[src/rtl/pixel_write_arbiter_pkg.sv]
// Shared definitions for the frame-buffer pixel write arbiter and its helpers.
package pixel_write_arbiter_pkg;

  // Pixel colour format (RGB565) and the reserved transparency key.
  localparam int COLOR_WIDTH = 16;
  localparam logic [COLOR_WIDTH-1:0] COLOR_NONE = 16'hF81F;

  // Port ownership: IDLE arbitrates every cycle, LOCKED holds the port for one burst.
  typedef enum logic {
    IDLE   = 1'b0,
    LOCKED = 1'b1
  } state_t;

  // A beat carrying the transparency key is handshaken but never written.
  function automatic logic is_opaque(input logic [COLOR_WIDTH-1:0] color);
    return color != COLOR_NONE;
  endfunction

endpackage

[src/rtl/pixel_write_arbiter_rr_picker.sv]
// Combinational round-robin picker: first valid requester after last_ptr, wrapping N-1 -> 0.
module rr_picker #(
  parameter int N = 3,
  localparam int IW = (N > 1) ? $clog2(N) : 1
) (
  input  logic [N-1:0]  valid,
  input  logic [IW-1:0] last_ptr,
  output logic [N-1:0]  grant,
  output logic [IW-1:0] index,
  output logic          found
);

  logic [IW-1:0] cand;
  logic          hit;

  // Scan last_ptr+1 .. last_ptr+N (mod N); the first valid candidate wins.
  always_comb begin
    grant = '0;
    index = '0;
    found = 1'b0;
    cand  = '0;
    hit   = 1'b0;
    for (int k = 1; k <= N; k++) begin
      cand        = IW'((int'(last_ptr) + k) % N);
      hit         = !found && valid[cand];
      grant[cand] = grant[cand] | hit;
      index       = hit ? cand : index;
      found       = found | hit;
    end
  end

endmodule

[src/rtl/pixel_write_arbiter.sv]
// Shares one frame-buffer pixel write port between NUM_REQ producers.
// Round-robin at burst granularity, one registered write per cycle, stalled owners lose the lock.
module pixel_write_arbiter
  import pixel_write_arbiter_pkg::*;
#(
  parameter int WIDTH    = 640,
  parameter int HEIGHT   = 480,
  parameter int NUM_REQ  = 3,
  parameter int IDLE_MAX = 15,
  localparam int XW = $clog2(WIDTH),
  localparam int YW = $clog2(HEIGHT),
  localparam int IW = $clog2(NUM_REQ)
) (
  input  logic                                  clk,
  input  logic                                  reset,
  input  logic [NUM_REQ-1:0]                    req_valid,
  input  logic [NUM_REQ-1:0][XW-1:0]            req_x,
  input  logic [NUM_REQ-1:0][YW-1:0]            req_y,
  input  logic [NUM_REQ-1:0][COLOR_WIDTH-1:0]   req_color,
  input  logic [NUM_REQ-1:0]                    req_last,
  output logic [NUM_REQ-1:0]                    req_ready,
  output logic                                  wr_en,
  output logic [XW-1:0]                         wr_x,
  output logic [YW-1:0]                         wr_y,
  output logic [COLOR_WIDTH-1:0]                wr_color,
  output logic [IW-1:0]                         owner,
  output logic                                  busy
);

  localparam int CW = $clog2(IDLE_MAX + 1);
  // One extra bit so a power-of-two frame size does not wrap to zero.
  localparam logic [XW:0] X_LIMIT = (XW+1)'(WIDTH);
  localparam logic [YW:0] Y_LIMIT = (YW+1)'(HEIGHT);

  // Beat layout; lives here because its widths follow this instance's frame size.
  typedef struct packed {
    logic [XW-1:0]          x;
    logic [YW-1:0]          y;
    logic [COLOR_WIDTH-1:0] color;
    logic                   last;
  } pixel_beat_t;

  state_t               state_r;
  state_t               state_nxt;
  logic [IW-1:0]        last_ptr_r;
  logic [CW-1:0]        idle_cnt_r;
  logic [NUM_REQ-1:0]   pick_grant;
  logic [IW-1:0]        pick_idx;
  logic                 pick_found;
  logic                 accept;
  logic                 revoke;
  logic                 visible;
  logic [IW-1:0]        sel;
  pixel_beat_t          beat;

  rr_picker #(.N(NUM_REQ)) u_picker (
    .valid    (req_valid),
    .last_ptr (last_ptr_r),
    .grant    (pick_grant),
    .index    (pick_idx),
    .found    (pick_found)
  );

  assign beat    = '{x: req_x[sel], y: req_y[sel], color: req_color[sel], last: req_last[sel]};
  assign visible = is_opaque(beat.color) && ({1'b0, beat.x} < X_LIMIT) && ({1'b0, beat.y} < Y_LIMIT);
  assign revoke  = (state_r == LOCKED) && !req_valid[owner] && (idle_cnt_r == CW'(IDLE_MAX));
  assign busy    = (state_r == LOCKED);

  // State register.
  always_ff @(posedge clk) begin
    if (reset) begin
      state_r <= IDLE;
    end else begin
      state_r <= state_nxt;
    end
  end

  // Next state: lock on a non-final grant, release on the final beat or a stall timeout.
  always_comb begin
    state_nxt = state_r;
    case (state_r)
      IDLE: begin
        if (accept && !beat.last) begin
          state_nxt = LOCKED;
        end else begin
          state_nxt = IDLE;
        end
      end
      LOCKED: begin
        if ((accept && beat.last) || revoke) begin
          state_nxt = IDLE;
        end else begin
          state_nxt = LOCKED;
        end
      end
      default: state_nxt = IDLE;
    endcase
  end

  // Handshake: the picker's winner in IDLE, only the owner while LOCKED.
  always_comb begin
    req_ready = '0;
    accept    = 1'b0;
    sel       = owner;
    case (state_r)
      IDLE: begin
        req_ready = pick_grant;
        accept    = pick_found;
        sel       = pick_idx;
      end
      LOCKED: begin
        req_ready[owner] = req_valid[owner];
        accept           = req_valid[owner];
        sel              = owner;
      end
      default: begin
        req_ready = '0;
        accept    = 1'b0;
        sel       = owner;
      end
    endcase
  end

  // Arbitration bookkeeping: owner, round-robin pointer and stall counter.
  always_ff @(posedge clk) begin
    if (reset) begin
      owner      <= '0;
      last_ptr_r <= IW'(NUM_REQ - 1);
      idle_cnt_r <= '0;
    end else if (accept) begin
      owner      <= sel;
      idle_cnt_r <= '0;
      if (beat.last) begin
        last_ptr_r <= sel;
      end
    end else if (revoke) begin
      last_ptr_r <= owner;
      idle_cnt_r <= '0;
    end else if (state_r == LOCKED) begin
      idle_cnt_r <= idle_cnt_r + CW'(1);
    end
  end

  // Write pipeline: register the accepted beat; strobe only visible pixels.
  always_ff @(posedge clk) begin
    if (reset) begin
      wr_en    <= 1'b0;
      wr_x     <= '0;
      wr_y     <= '0;
      wr_color <= COLOR_NONE;
    end else if (accept) begin
      wr_en    <= visible;
      wr_x     <= beat.x;
      wr_y     <= beat.y;
      wr_color <= beat.color;
    end else begin
      wr_en    <= 1'b0;
    end
  end

endmodule

[config.mk]
export PLATFORM = sky130hd
export DESIGN_NAME = pixel_write_arbiter
export DESIGN_NICKNAME = d
export VERILOG_FILES = /design/src/rtl/pixel_write_arbiter_pkg.sv /design/src/rtl/pixel_write_arbiter_rr_picker.sv /design/src/rtl/pixel_write_arbiter.sv
export SDC_FILE = /design/constraint.sdc
export NUM_CORES = 1
export LEC_CHECK = 0
export BUFFER_PORTS_ARGS = -buffer_cell sky130_fd_sc_hd__buf_2
export CORE_UTILIZATION = 35
export CTS_BUF_LIST = sky130_fd_sc_hd__clkbuf_16
export DETAILED_ROUTE_END_ITERATION = 8
export GPL_ROUTABILITY_DRIVEN = 0
export RECOVER_POWER = 100
export SYNTH_ARGS = -nofsm -noshare
export SYNTH_HDL_FRONTEND = slang
export SYNTH_SLANG_ARGS = --single-unit
[constraint.sdc]
create_clock -name clk -period 3.9 [get_ports clk]
set_input_delay 0 -clock clk [delete_from_list [all_inputs] [get_ports clk]]
set_output_delay 0 -clock clk [all_outputs]
set_load 0.02 [all_outputs]
### Word level (Yosys, flattened, before mapping)

Cells that the tools add are included.

* input port bits: 113
* output and inout bits: 42
* word-level logic and storage cells: 103
* register bits after elaboration: 45

* multiplexer cells: 44
* add/subtract/negate cells: 4
* $lt $le $gt $ge: 11
* reduce and logical (&&, ||, !) cells: 21
* eq/ne operators: 3
* divide/modulo/power cells: 3
* bitwise logic cells: 9

Operator list (number)
* $mod 32x3->32 const B: 3
* $bmux 16 s2: 1
* $bmux 10 s2: 1
* $bmux 9 s2: 1
* $bmux 1 s2: 8
* $mux 16: 1
* $ne 16x16->1 const B: 1
* $lt 2x3->1 const B: 5
* $mux 1: 14
* $logic_and 1x1->1: 12
* $mux 2: 6
* $lt 10x10->1 const B: 1
* $mux 10: 1
* $lt 9x9->1 const B: 1
* $mux 9: 1
* $demux 1 s2: 4
* $ge 2x1->1 const B: 4
* $add 2x2->3 const B: 2
* $and 3x3->3: 2
* $bwmux 3: 2
* $pmux 3 s2: 1
* $or 1x1->1: 5
* $add 4x1->4 const B: 1
* $eq 4x4->1 const B: 1
* 11 further kinds: 16

### Depth between registers and ports, before layout

* depth in word-level cells: 17
* mapped depth: 14
* mapped depth without buffers: 10

### Modules after synthesis

A second synthesis with hierarchy kept.

* cell total of the unflattened synthesis: 424
* area, all modules: 3110.5 sq um

By module, submodules not included
* pixel_write_arbiter: area an instance 2741.4 sq um, cells an instance 369, seq. area each 900.9 sq um, instances 1
* rr_picker: area an instance 369.1 sq um, cells an instance 55, seq. area each 0.0 sq um, instances 1

### Worst setup path before layout

No wires, ideal clock.

* path type: flip-flop to flip-flop
* start point: register last_ptr_r[0]
* end point: register wr_en
* cell stages (with the launch flop): 11
* slack: 858 ps
* data arrival time: 2922 ps
* cells stage by stage: dfxtp_1 inv_1 ha_1 inv_1 mux2i_2 o21ai_2 a211oi_2 buf_2 a22oi_1 or4_1 o31a_1

* longest elaborated chain between the ends: 16
* elaborated cells between the ends (all ways): 36
* those cells by class: add/sub (3); div (3); order compare (2); eq/ne (1); mux (17); bitwise (3); reduce/logical (7)

Ends and longest elaborated chain
* start, declared: RTL line pixel_write_arbiter.sv:45 `logic [IW-1:0] last_ptr_r;`
* start signal, assigned: RTL line pixel_write_arbiter.sv:128 `last_ptr_r <= IW'(NUM_REQ - 1);`
* start signal, assigned: RTL line pixel_write_arbiter.sv:134 `last_ptr_r <= sel;`
* start signal, assigned: RTL line pixel_write_arbiter.sv:137 `last_ptr_r <= owner;`
* $add 2x1->3: RTL line pixel_write_arbiter_rr_picker.sv:24 `cand = IW'((int'(last_ptr) + k) % N);`
* $mod 32x3->32: RTL line pixel_write_arbiter_rr_picker.sv:24
* $bmux 1 s2: RTL line pixel_write_arbiter_rr_picker.sv:25 `hit = !found && valid[cand];`
* $mux 1 (not written as such): RTL line pixel_write_arbiter_rr_picker.sv:25
* $logic_not 1->1: RTL line pixel_write_arbiter_rr_picker.sv:25
* $logic_and 1x1->1: RTL line pixel_write_arbiter_rr_picker.sv:25
* $or 1x1->1: RTL line pixel_write_arbiter_rr_picker.sv:28 `found = found | hit;`
* $logic_not 1->1: RTL line pixel_write_arbiter_rr_picker.sv:25
* $logic_and 1x1->1: RTL line pixel_write_arbiter_rr_picker.sv:25
* $mux 2: RTL line pixel_write_arbiter_rr_picker.sv:27 `index = hit ? cand : index;`
* $pmux 2 s2: RTL line pixel_write_arbiter.sv:105 `case (state_r)`
* $bmux 10 s2 or $bmux 16 s2 (tied branches): RTL line pixel_write_arbiter.sv:64 `assign beat = '{x: req_x[sel], y: req_y[sel], color: req_color[sel], last: req_last[sel]};`
* $mux 10 (not written as such) or $mux 16 (tied branches): RTL line pixel_write_arbiter.sv:64
* $lt 10x10->1 or $ne 16x16->1 (tied branches): RTL line pixel_write_arbiter.sv:65, pixel_write_arbiter_pkg.sv:16
* $logic_and 1x1->1 (2 in a row): RTL line pixel_write_arbiter.sv:65 `assign visible = is_opaque(beat.color) && ({1'b0, beat.x} < X_LIMIT) && ({1'b0, beat.y} < Y_LIMIT);`
* end signal, assigned: RTL line pixel_write_arbiter.sv:152 `wr_en <= visible;`
* end, declared: RTL line pixel_write_arbiter.sv:22 `output logic wr_en,`

Parallel ways exist; a longest one is shown, timed or not. The select of a mux whose other input is x is not followed.
A chain may end at the register's enable or synchronous reset.

### Worst setup path in the final report

Same ends and word-level chain as after synthesis.

==> report_table.html <==
<table>
<tr><th>Metric</th><th>Value</th></tr>
<tr><th colspan="2">Outcome</th></tr>
<tr><td>Result of the run</td><td>complete, but fails checks</td></tr>
<tr><td>Violated checks</td><td>design-rule violations</td></tr>
<tr><th colspan="2">Placed design</th></tr>
<tr><td>Post-detailed-placement cell area</td><td>0.00405 mm²</td></tr>
<tr><td>Placed cells</td><td>655</td></tr>
<tr><td>Number of port buffers</td><td>154</td></tr>
<tr><td>Half-perimeter wire length after placement</td><td>8320 µm</td></tr>
<tr><td>Dpl ws</td><td>0.350 ns</td></tr>
<tr><th colspan="2">Floorplan</th></tr>
<tr><td>Initial core utilization</td><td>around 37%</td></tr>
<tr><td>Number of primary I/O pins</td><td>155</td></tr>
<tr><td>Die height</td><td>98.1 µm</td></tr>
<tr><td>Floorplan core area</td><td>0.00885 mm²</td></tr>
<tr><td>Overall die area</td><td>0.00963 mm²</td></tr>
<tr><td>Standard-cell row count</td><td>34</td></tr>
<tr><td>Horiz. Die Dim</td><td>98.1 µm</td></tr>
<tr><th colspan="2">STA</th></tr>
<tr><td>Post-route setup TNS</td><td>0 ns</td></tr>
<tr><td>Final Cycle Share</td><td>92.3%</td></tr>
<tr><td>Final worst setup slack</td><td>between 0.2 and 0.3 ns</td></tr>
<tr><td>Period minus WS final</td><td>3.60 ns</td></tr>
<tr><td>Max transition margin</td><td>36.4%</td></tr>
<tr><td>Final Hold Fails</td><td>0</td></tr>
<tr><td>Final number of setup-violating endpoints</td><td>0</td></tr>
<tr><td>Unrepaired setup endpoints after global routing</td><td>false</td></tr>
<tr><td>Measured slew at the worst slew-check pin</td><td>between 0.9 and 1 ns</td></tr>
<tr><td>Minimum hold slack</td><td>between 0.02 and 0.03 ns</td></tr>
<tr><td>Max Clock Freq</td><td>around 280 MHz</td></tr>
<tr><td>Final slew viol count</td><td>0</td></tr>
<tr><td>Maximum clock skew at final layout</td><td>between 0.006 and 0.007 ns</td></tr>
<tr><th colspan="2">Clock tree</th></tr>
<tr><td>Clk_lat worst skew</td><td>0.28 ns</td></tr>
<tr><td>Number of CTS-inserted buffers</td><td>5</td></tr>
<tr><td>Maximum buffer depth of the clock tree</td><td>2</td></tr>
<tr><td>Post-CTS setup buffers</td><td>0</td></tr>
<tr><td>H-tree lvl count</td><td>2</td></tr>
<tr><td>CTS tree</td><td>built</td></tr>
<tr><td>Number of gates resized after CTS</td><td>0</td></tr>
<tr><td>Total of hold buffers inserted after clock tree synthesis</td><td>0</td></tr>
<tr><td>CTS clk-pin slew, worst paths</td><td>roughly 0.060 ns</td></tr>
<tr><td>Buffer type at the clock tree root</td><td>sky130_fd_sc_hd__clkbuf_16</td></tr>
<tr><td>Sinks on the clock net</td><td>45</td></tr>
<tr><th colspan="2">Run</th></tr>
<tr><td>Number of violations of the max-capacitance limit</td><td>0</td></tr>
<tr><th colspan="2">Drt</th></tr>
<tr><td>Via count</td><td>3781</td></tr>
<tr><td>DRC viols</td><td>11</td></tr>
<tr><td>Starting DRC count in detailed routing</td><td>229</td></tr>
<tr><td>Drt wl/cell</td><td>16.6 µm</td></tr>
<tr><td>Remaining antenna violation count</td><td>0</td></tr>
<tr><td>Post-detailed-routing wire length</td><td>between 10000 and 15000 µm</td></tr>
<tr><td>Vias/cell</td><td>5.70</td></tr>
<tr><td>TritonRoute pass-1 iters</td><td>6</td></tr>
<tr><th colspan="2">Setup path</th></tr>
<tr><td>Kind of critical path</td><td>reg -&gt; reg</td></tr>
<tr><td>Worst path arrival time</td><td>3.78 ns</td></tr>
<tr><td>Number of cells on the worst reg-to-reg path</td><td>10</td></tr>
<tr><td>R2R Path Start</td><td>last_ptr_r[0]$_SDFFE_PP0P_</td></tr>
<tr><td>Worst EP required</td><td>around 4 ns</td></tr>
<tr><td>Critical path capture point type</td><td>flip-flop</td></tr>
<tr><td>Endpoint of the most critical register-to-register path</td><td>wr_en$_SDFF_PP0_</td></tr>
<tr><td>Reg-to-reg setup timing slack</td><td>0.30 ns</td></tr>
<tr><td>Worst setup SP type</td><td>flip-flop</td></tr>
<tr><td>CP max FO</td><td>13</td></tr>
<tr><th colspan="2">Finish</th></tr>
<tr><td>Layout cell share with drive strength beyond 1</td><td>between 20% and 30%</td></tr>
<tr><td>Growth of design area from synthesis to finish</td><td>28.1%</td></tr>
<tr><td>Finished Layout Cells</td><td>663</td></tr>
<tr><td>Area used by multi-input combinational logic</td><td>0.00211 mm²</td></tr>
<tr><td>Layout Nets</td><td>672</td></tr>
<tr><td>Layout Cell Area excl Fill</td><td>0.00414 mm²</td></tr>
<tr><td>Storage element area</td><td>901 µm²</td></tr>
<tr><td>Diode insertion count for antenna repair</td><td>0</td></tr>
<tr><td>Final Util</td><td>between 40% and 50%</td></tr>
<tr><td>Fill cells</td><td>917</td></tr>
<tr><th colspan="2">Pwr</th></tr>
<tr><td>Power per cell area</td><td>~1100 mW/mm²</td></tr>
<tr><td>Design Power</td><td>about 4.4 mW</td></tr>
<tr><td>Leakage power figure</td><td>1.79 nW</td></tr>
<tr><td>IR Drop Worst-Case VDD</td><td>0.352 mV</td></tr>
<tr><th colspan="2">GRT</th></tr>
<tr><td>Global-route track usage on met2</td><td>36.5%</td></tr>
<tr><td>Met3 routing resource usage after global routing</td><td>4.44%</td></tr>
<tr><td>Number of antenna violations at the first check in global routing</td><td>0</td></tr>
<tr><td>Global-route wire length before repair</td><td>between 15000 and 20000 µm</td></tr>
<tr><td>Number of global-route vias before repair</td><td>3486</td></tr>
<tr><td>Total global routing overflow</td><td>0</td></tr>
<tr><td>Pin count of the biggest net entering global routing</td><td>44</td></tr>
<tr><td>Total routing usage reported by global routing</td><td>22.1%</td></tr>
<tr><td>Layer with the highest usage after global routing</td><td>met2</td></tr>
<tr><td>Met1 routing resource usage after global routing</td><td>29.2%</td></tr>
<tr><th colspan="2">Synthesis</th></tr>
<tr><td>Cell count after synthesis</td><td>about 420</td></tr>
<tr><td>Area fraction of the dominant cell type after synthesis</td><td>around 28%</td></tr>
<tr><td>Number of flops mapped to enable cells by yosys</td><td>0</td></tr>
<tr><td>Sequential element share of the synthesized area</td><td>27.9%</td></tr>
<tr><td>Fraction of registers with async set or reset after synthesis</td><td>0%</td></tr>
<tr><td>Avg Cell Area, Syn</td><td>7.75 µm²</td></tr>
<tr><td>Most area-hungry cell type in the Yosys netlist</td><td>sky130_fd_sc_hd__dfxtp_1</td></tr>
<tr><td>Largest cells by area after synthesis</td><td>sky130_fd_sc_hd__dfxtp_1 28%, sky130_fd_sc_hd__a21oi_1 6.8%, sky130_fd_sc_hd__nand2_1 5.5%</td></tr>
<tr><td>Mapped cell area</td><td>0.00323 mm²</td></tr>
<tr><td>Syn Nets</td><td>535</td></tr>
<tr><td>Most frequent cell after synthesis</td><td>sky130_fd_sc_hd__nand2_1</td></tr>
<tr><td>Top post-synthesis cells by count</td><td>47 x sky130_fd_sc_hd__nand2_1, 45 x sky130_fd_sc_hd__dfxtp_1, 44 x sky130_fd_sc_hd__a21oi_1, 39 x sky130_fd_sc_hd__nor2_1, 22 x sky130_fd_sc_hd__nand3_1</td></tr>
<tr><td>Number of synthesized register bits</td><td>45</td></tr>
<tr><td>Number of warnings issued by yosys</td><td>0</td></tr>
<tr><td>Synth cell types</td><td>64</td></tr>
<tr><td>Post-synth top flop</td><td>sky130_fd_sc_hd__dfxtp_1</td></tr>
<tr><th colspan="2">Worst hold path</th></tr>
<tr><td>Start point of the worst hold path</td><td>req_y[23]</td></tr>
<tr><td>Class of the tightest hold or removal check</td><td>in -&gt; reg</td></tr>
<tr><td>Endpoint, Worst Hold</td><td>wr_y[5]$_SDFFE_PP0P_</td></tr>
<tr><td>Worst hold path cell count</td><td>3</td></tr>
</table>
## sequential cells by signal, summed over array words and instances (netlist names)
signal      count
idle_cnt_r      4
busy            1
wr_color       16
last_ptr_r      2
wr_x           10
wr_en           1
wr_y            9
owner           2
## critical path: stages (launching register included)
cell and delay [ns]:
sky130_fd_sc_hd__dfxtp_1 0.36, sky130_fd_sc_hd__inv_1 0.09, sky130_fd_sc_hd__ha_1 0.54, sky130_fd_sc_hd__inv_1 0.24, sky130_fd_sc_hd__mux2i_2 0.54, sky130_fd_sc_hd__o21ai_2 0.26, sky130_fd_sc_hd__a211oi_2 0.26, sky130_fd_sc_hd__buf_4 0.21
sky130_fd_sc_hd__a22oi_1 0.12, sky130_fd_sc_hd__or4_1 0.57, sky130_fd_sc_hd__o31a_1 0.30
## area by class of cell
| cell class | count | area share, % |
|---|---|---|
| clock buffer | 5 | 3.02 |
| clock inverter | 3 | 0.906 |
| inverter | 10 | 0.906 |
| multi-input combinational | 328 | 50.9 |
| sequential | 45 | 21.8 |
| tap | 108 | 3.26 |
| timing repair buffer | 164 | 19.2 |
## how the worst max path moves through the flow
stage	startpoint	slack, ns	cells past startpoint	endpoint
global route	last_ptr_r[0]$_SDFFE_PP0P_	0.11	10	wr_en$_SDFF_PP0_
finish	last_ptr_r[0]$_SDFFE_PP0P_	0.30	10	wr_en$_SDFF_PP0_
detailed placement	last_ptr_r[0]$_SDFFE_PP0P_	0.35	10	wr_en$_SDFF_PP0_
floorplan	last_ptr_r[0]$_SDFFE_PP0P_	0.86	10	wr_en$_SDFF_PP0_
global placement	last_ptr_r[0]$_SDFFE_PP0P_	0.49	10	wr_en$_SDFF_PP0_
CTS	last_ptr_r[0]$_SDFFE_PP0P_	0.34	10	wr_en$_SDFF_PP0_
## cells by family (layout without fill, tap and decap cells)
family	Yosys count	count (layout)	share of synthesized area, %
compound gates	152	152	33.9
simple gates	148	148	21.8
flops	45	45	27.9
buf+inv	44	182	6.85
mux	20	20	6.85
fa+ha+maj	5	5	1.93
xor+xnor	3	3	0.813
## placed cells by master, fill, tap and decap left out, drive strengths merged, types with 4 or more instances in the layout
cell    instances
nor2           40
inv            11
a21oi          44
a21boi          7
mux2i           9
clkbuf         50
or3             6
ha              5
and2            6
nand3          22
mux2           11
a311oi         15
nand2          48
o21ai          15
dfxtp          45
a31oi           4
buf           119
a32oi           6
a211oi         15
a22oi           7
a211o          15
a21o            6
## report_power, final
group	switching [mW]	leakage (nW)	total [mW]	internal (mW)
Clock	0.179	0.0826	0.477	0.298
Combinational	2.03	1.33	3.18	1.15
Sequential	0.108	0.373	0.750	0.642
Total	2.31	1.79	4.41	2.09
## routing by layer
metal,up-vias,wire length (µm),part of all wire (%)
li1,1842,-,-
met1,1775,4830,44
met2,149,5140,47
met3,15,832,7.6
met4,0,170,1.5
met5,-,0,0
Power figures use the tool's default switching activity.
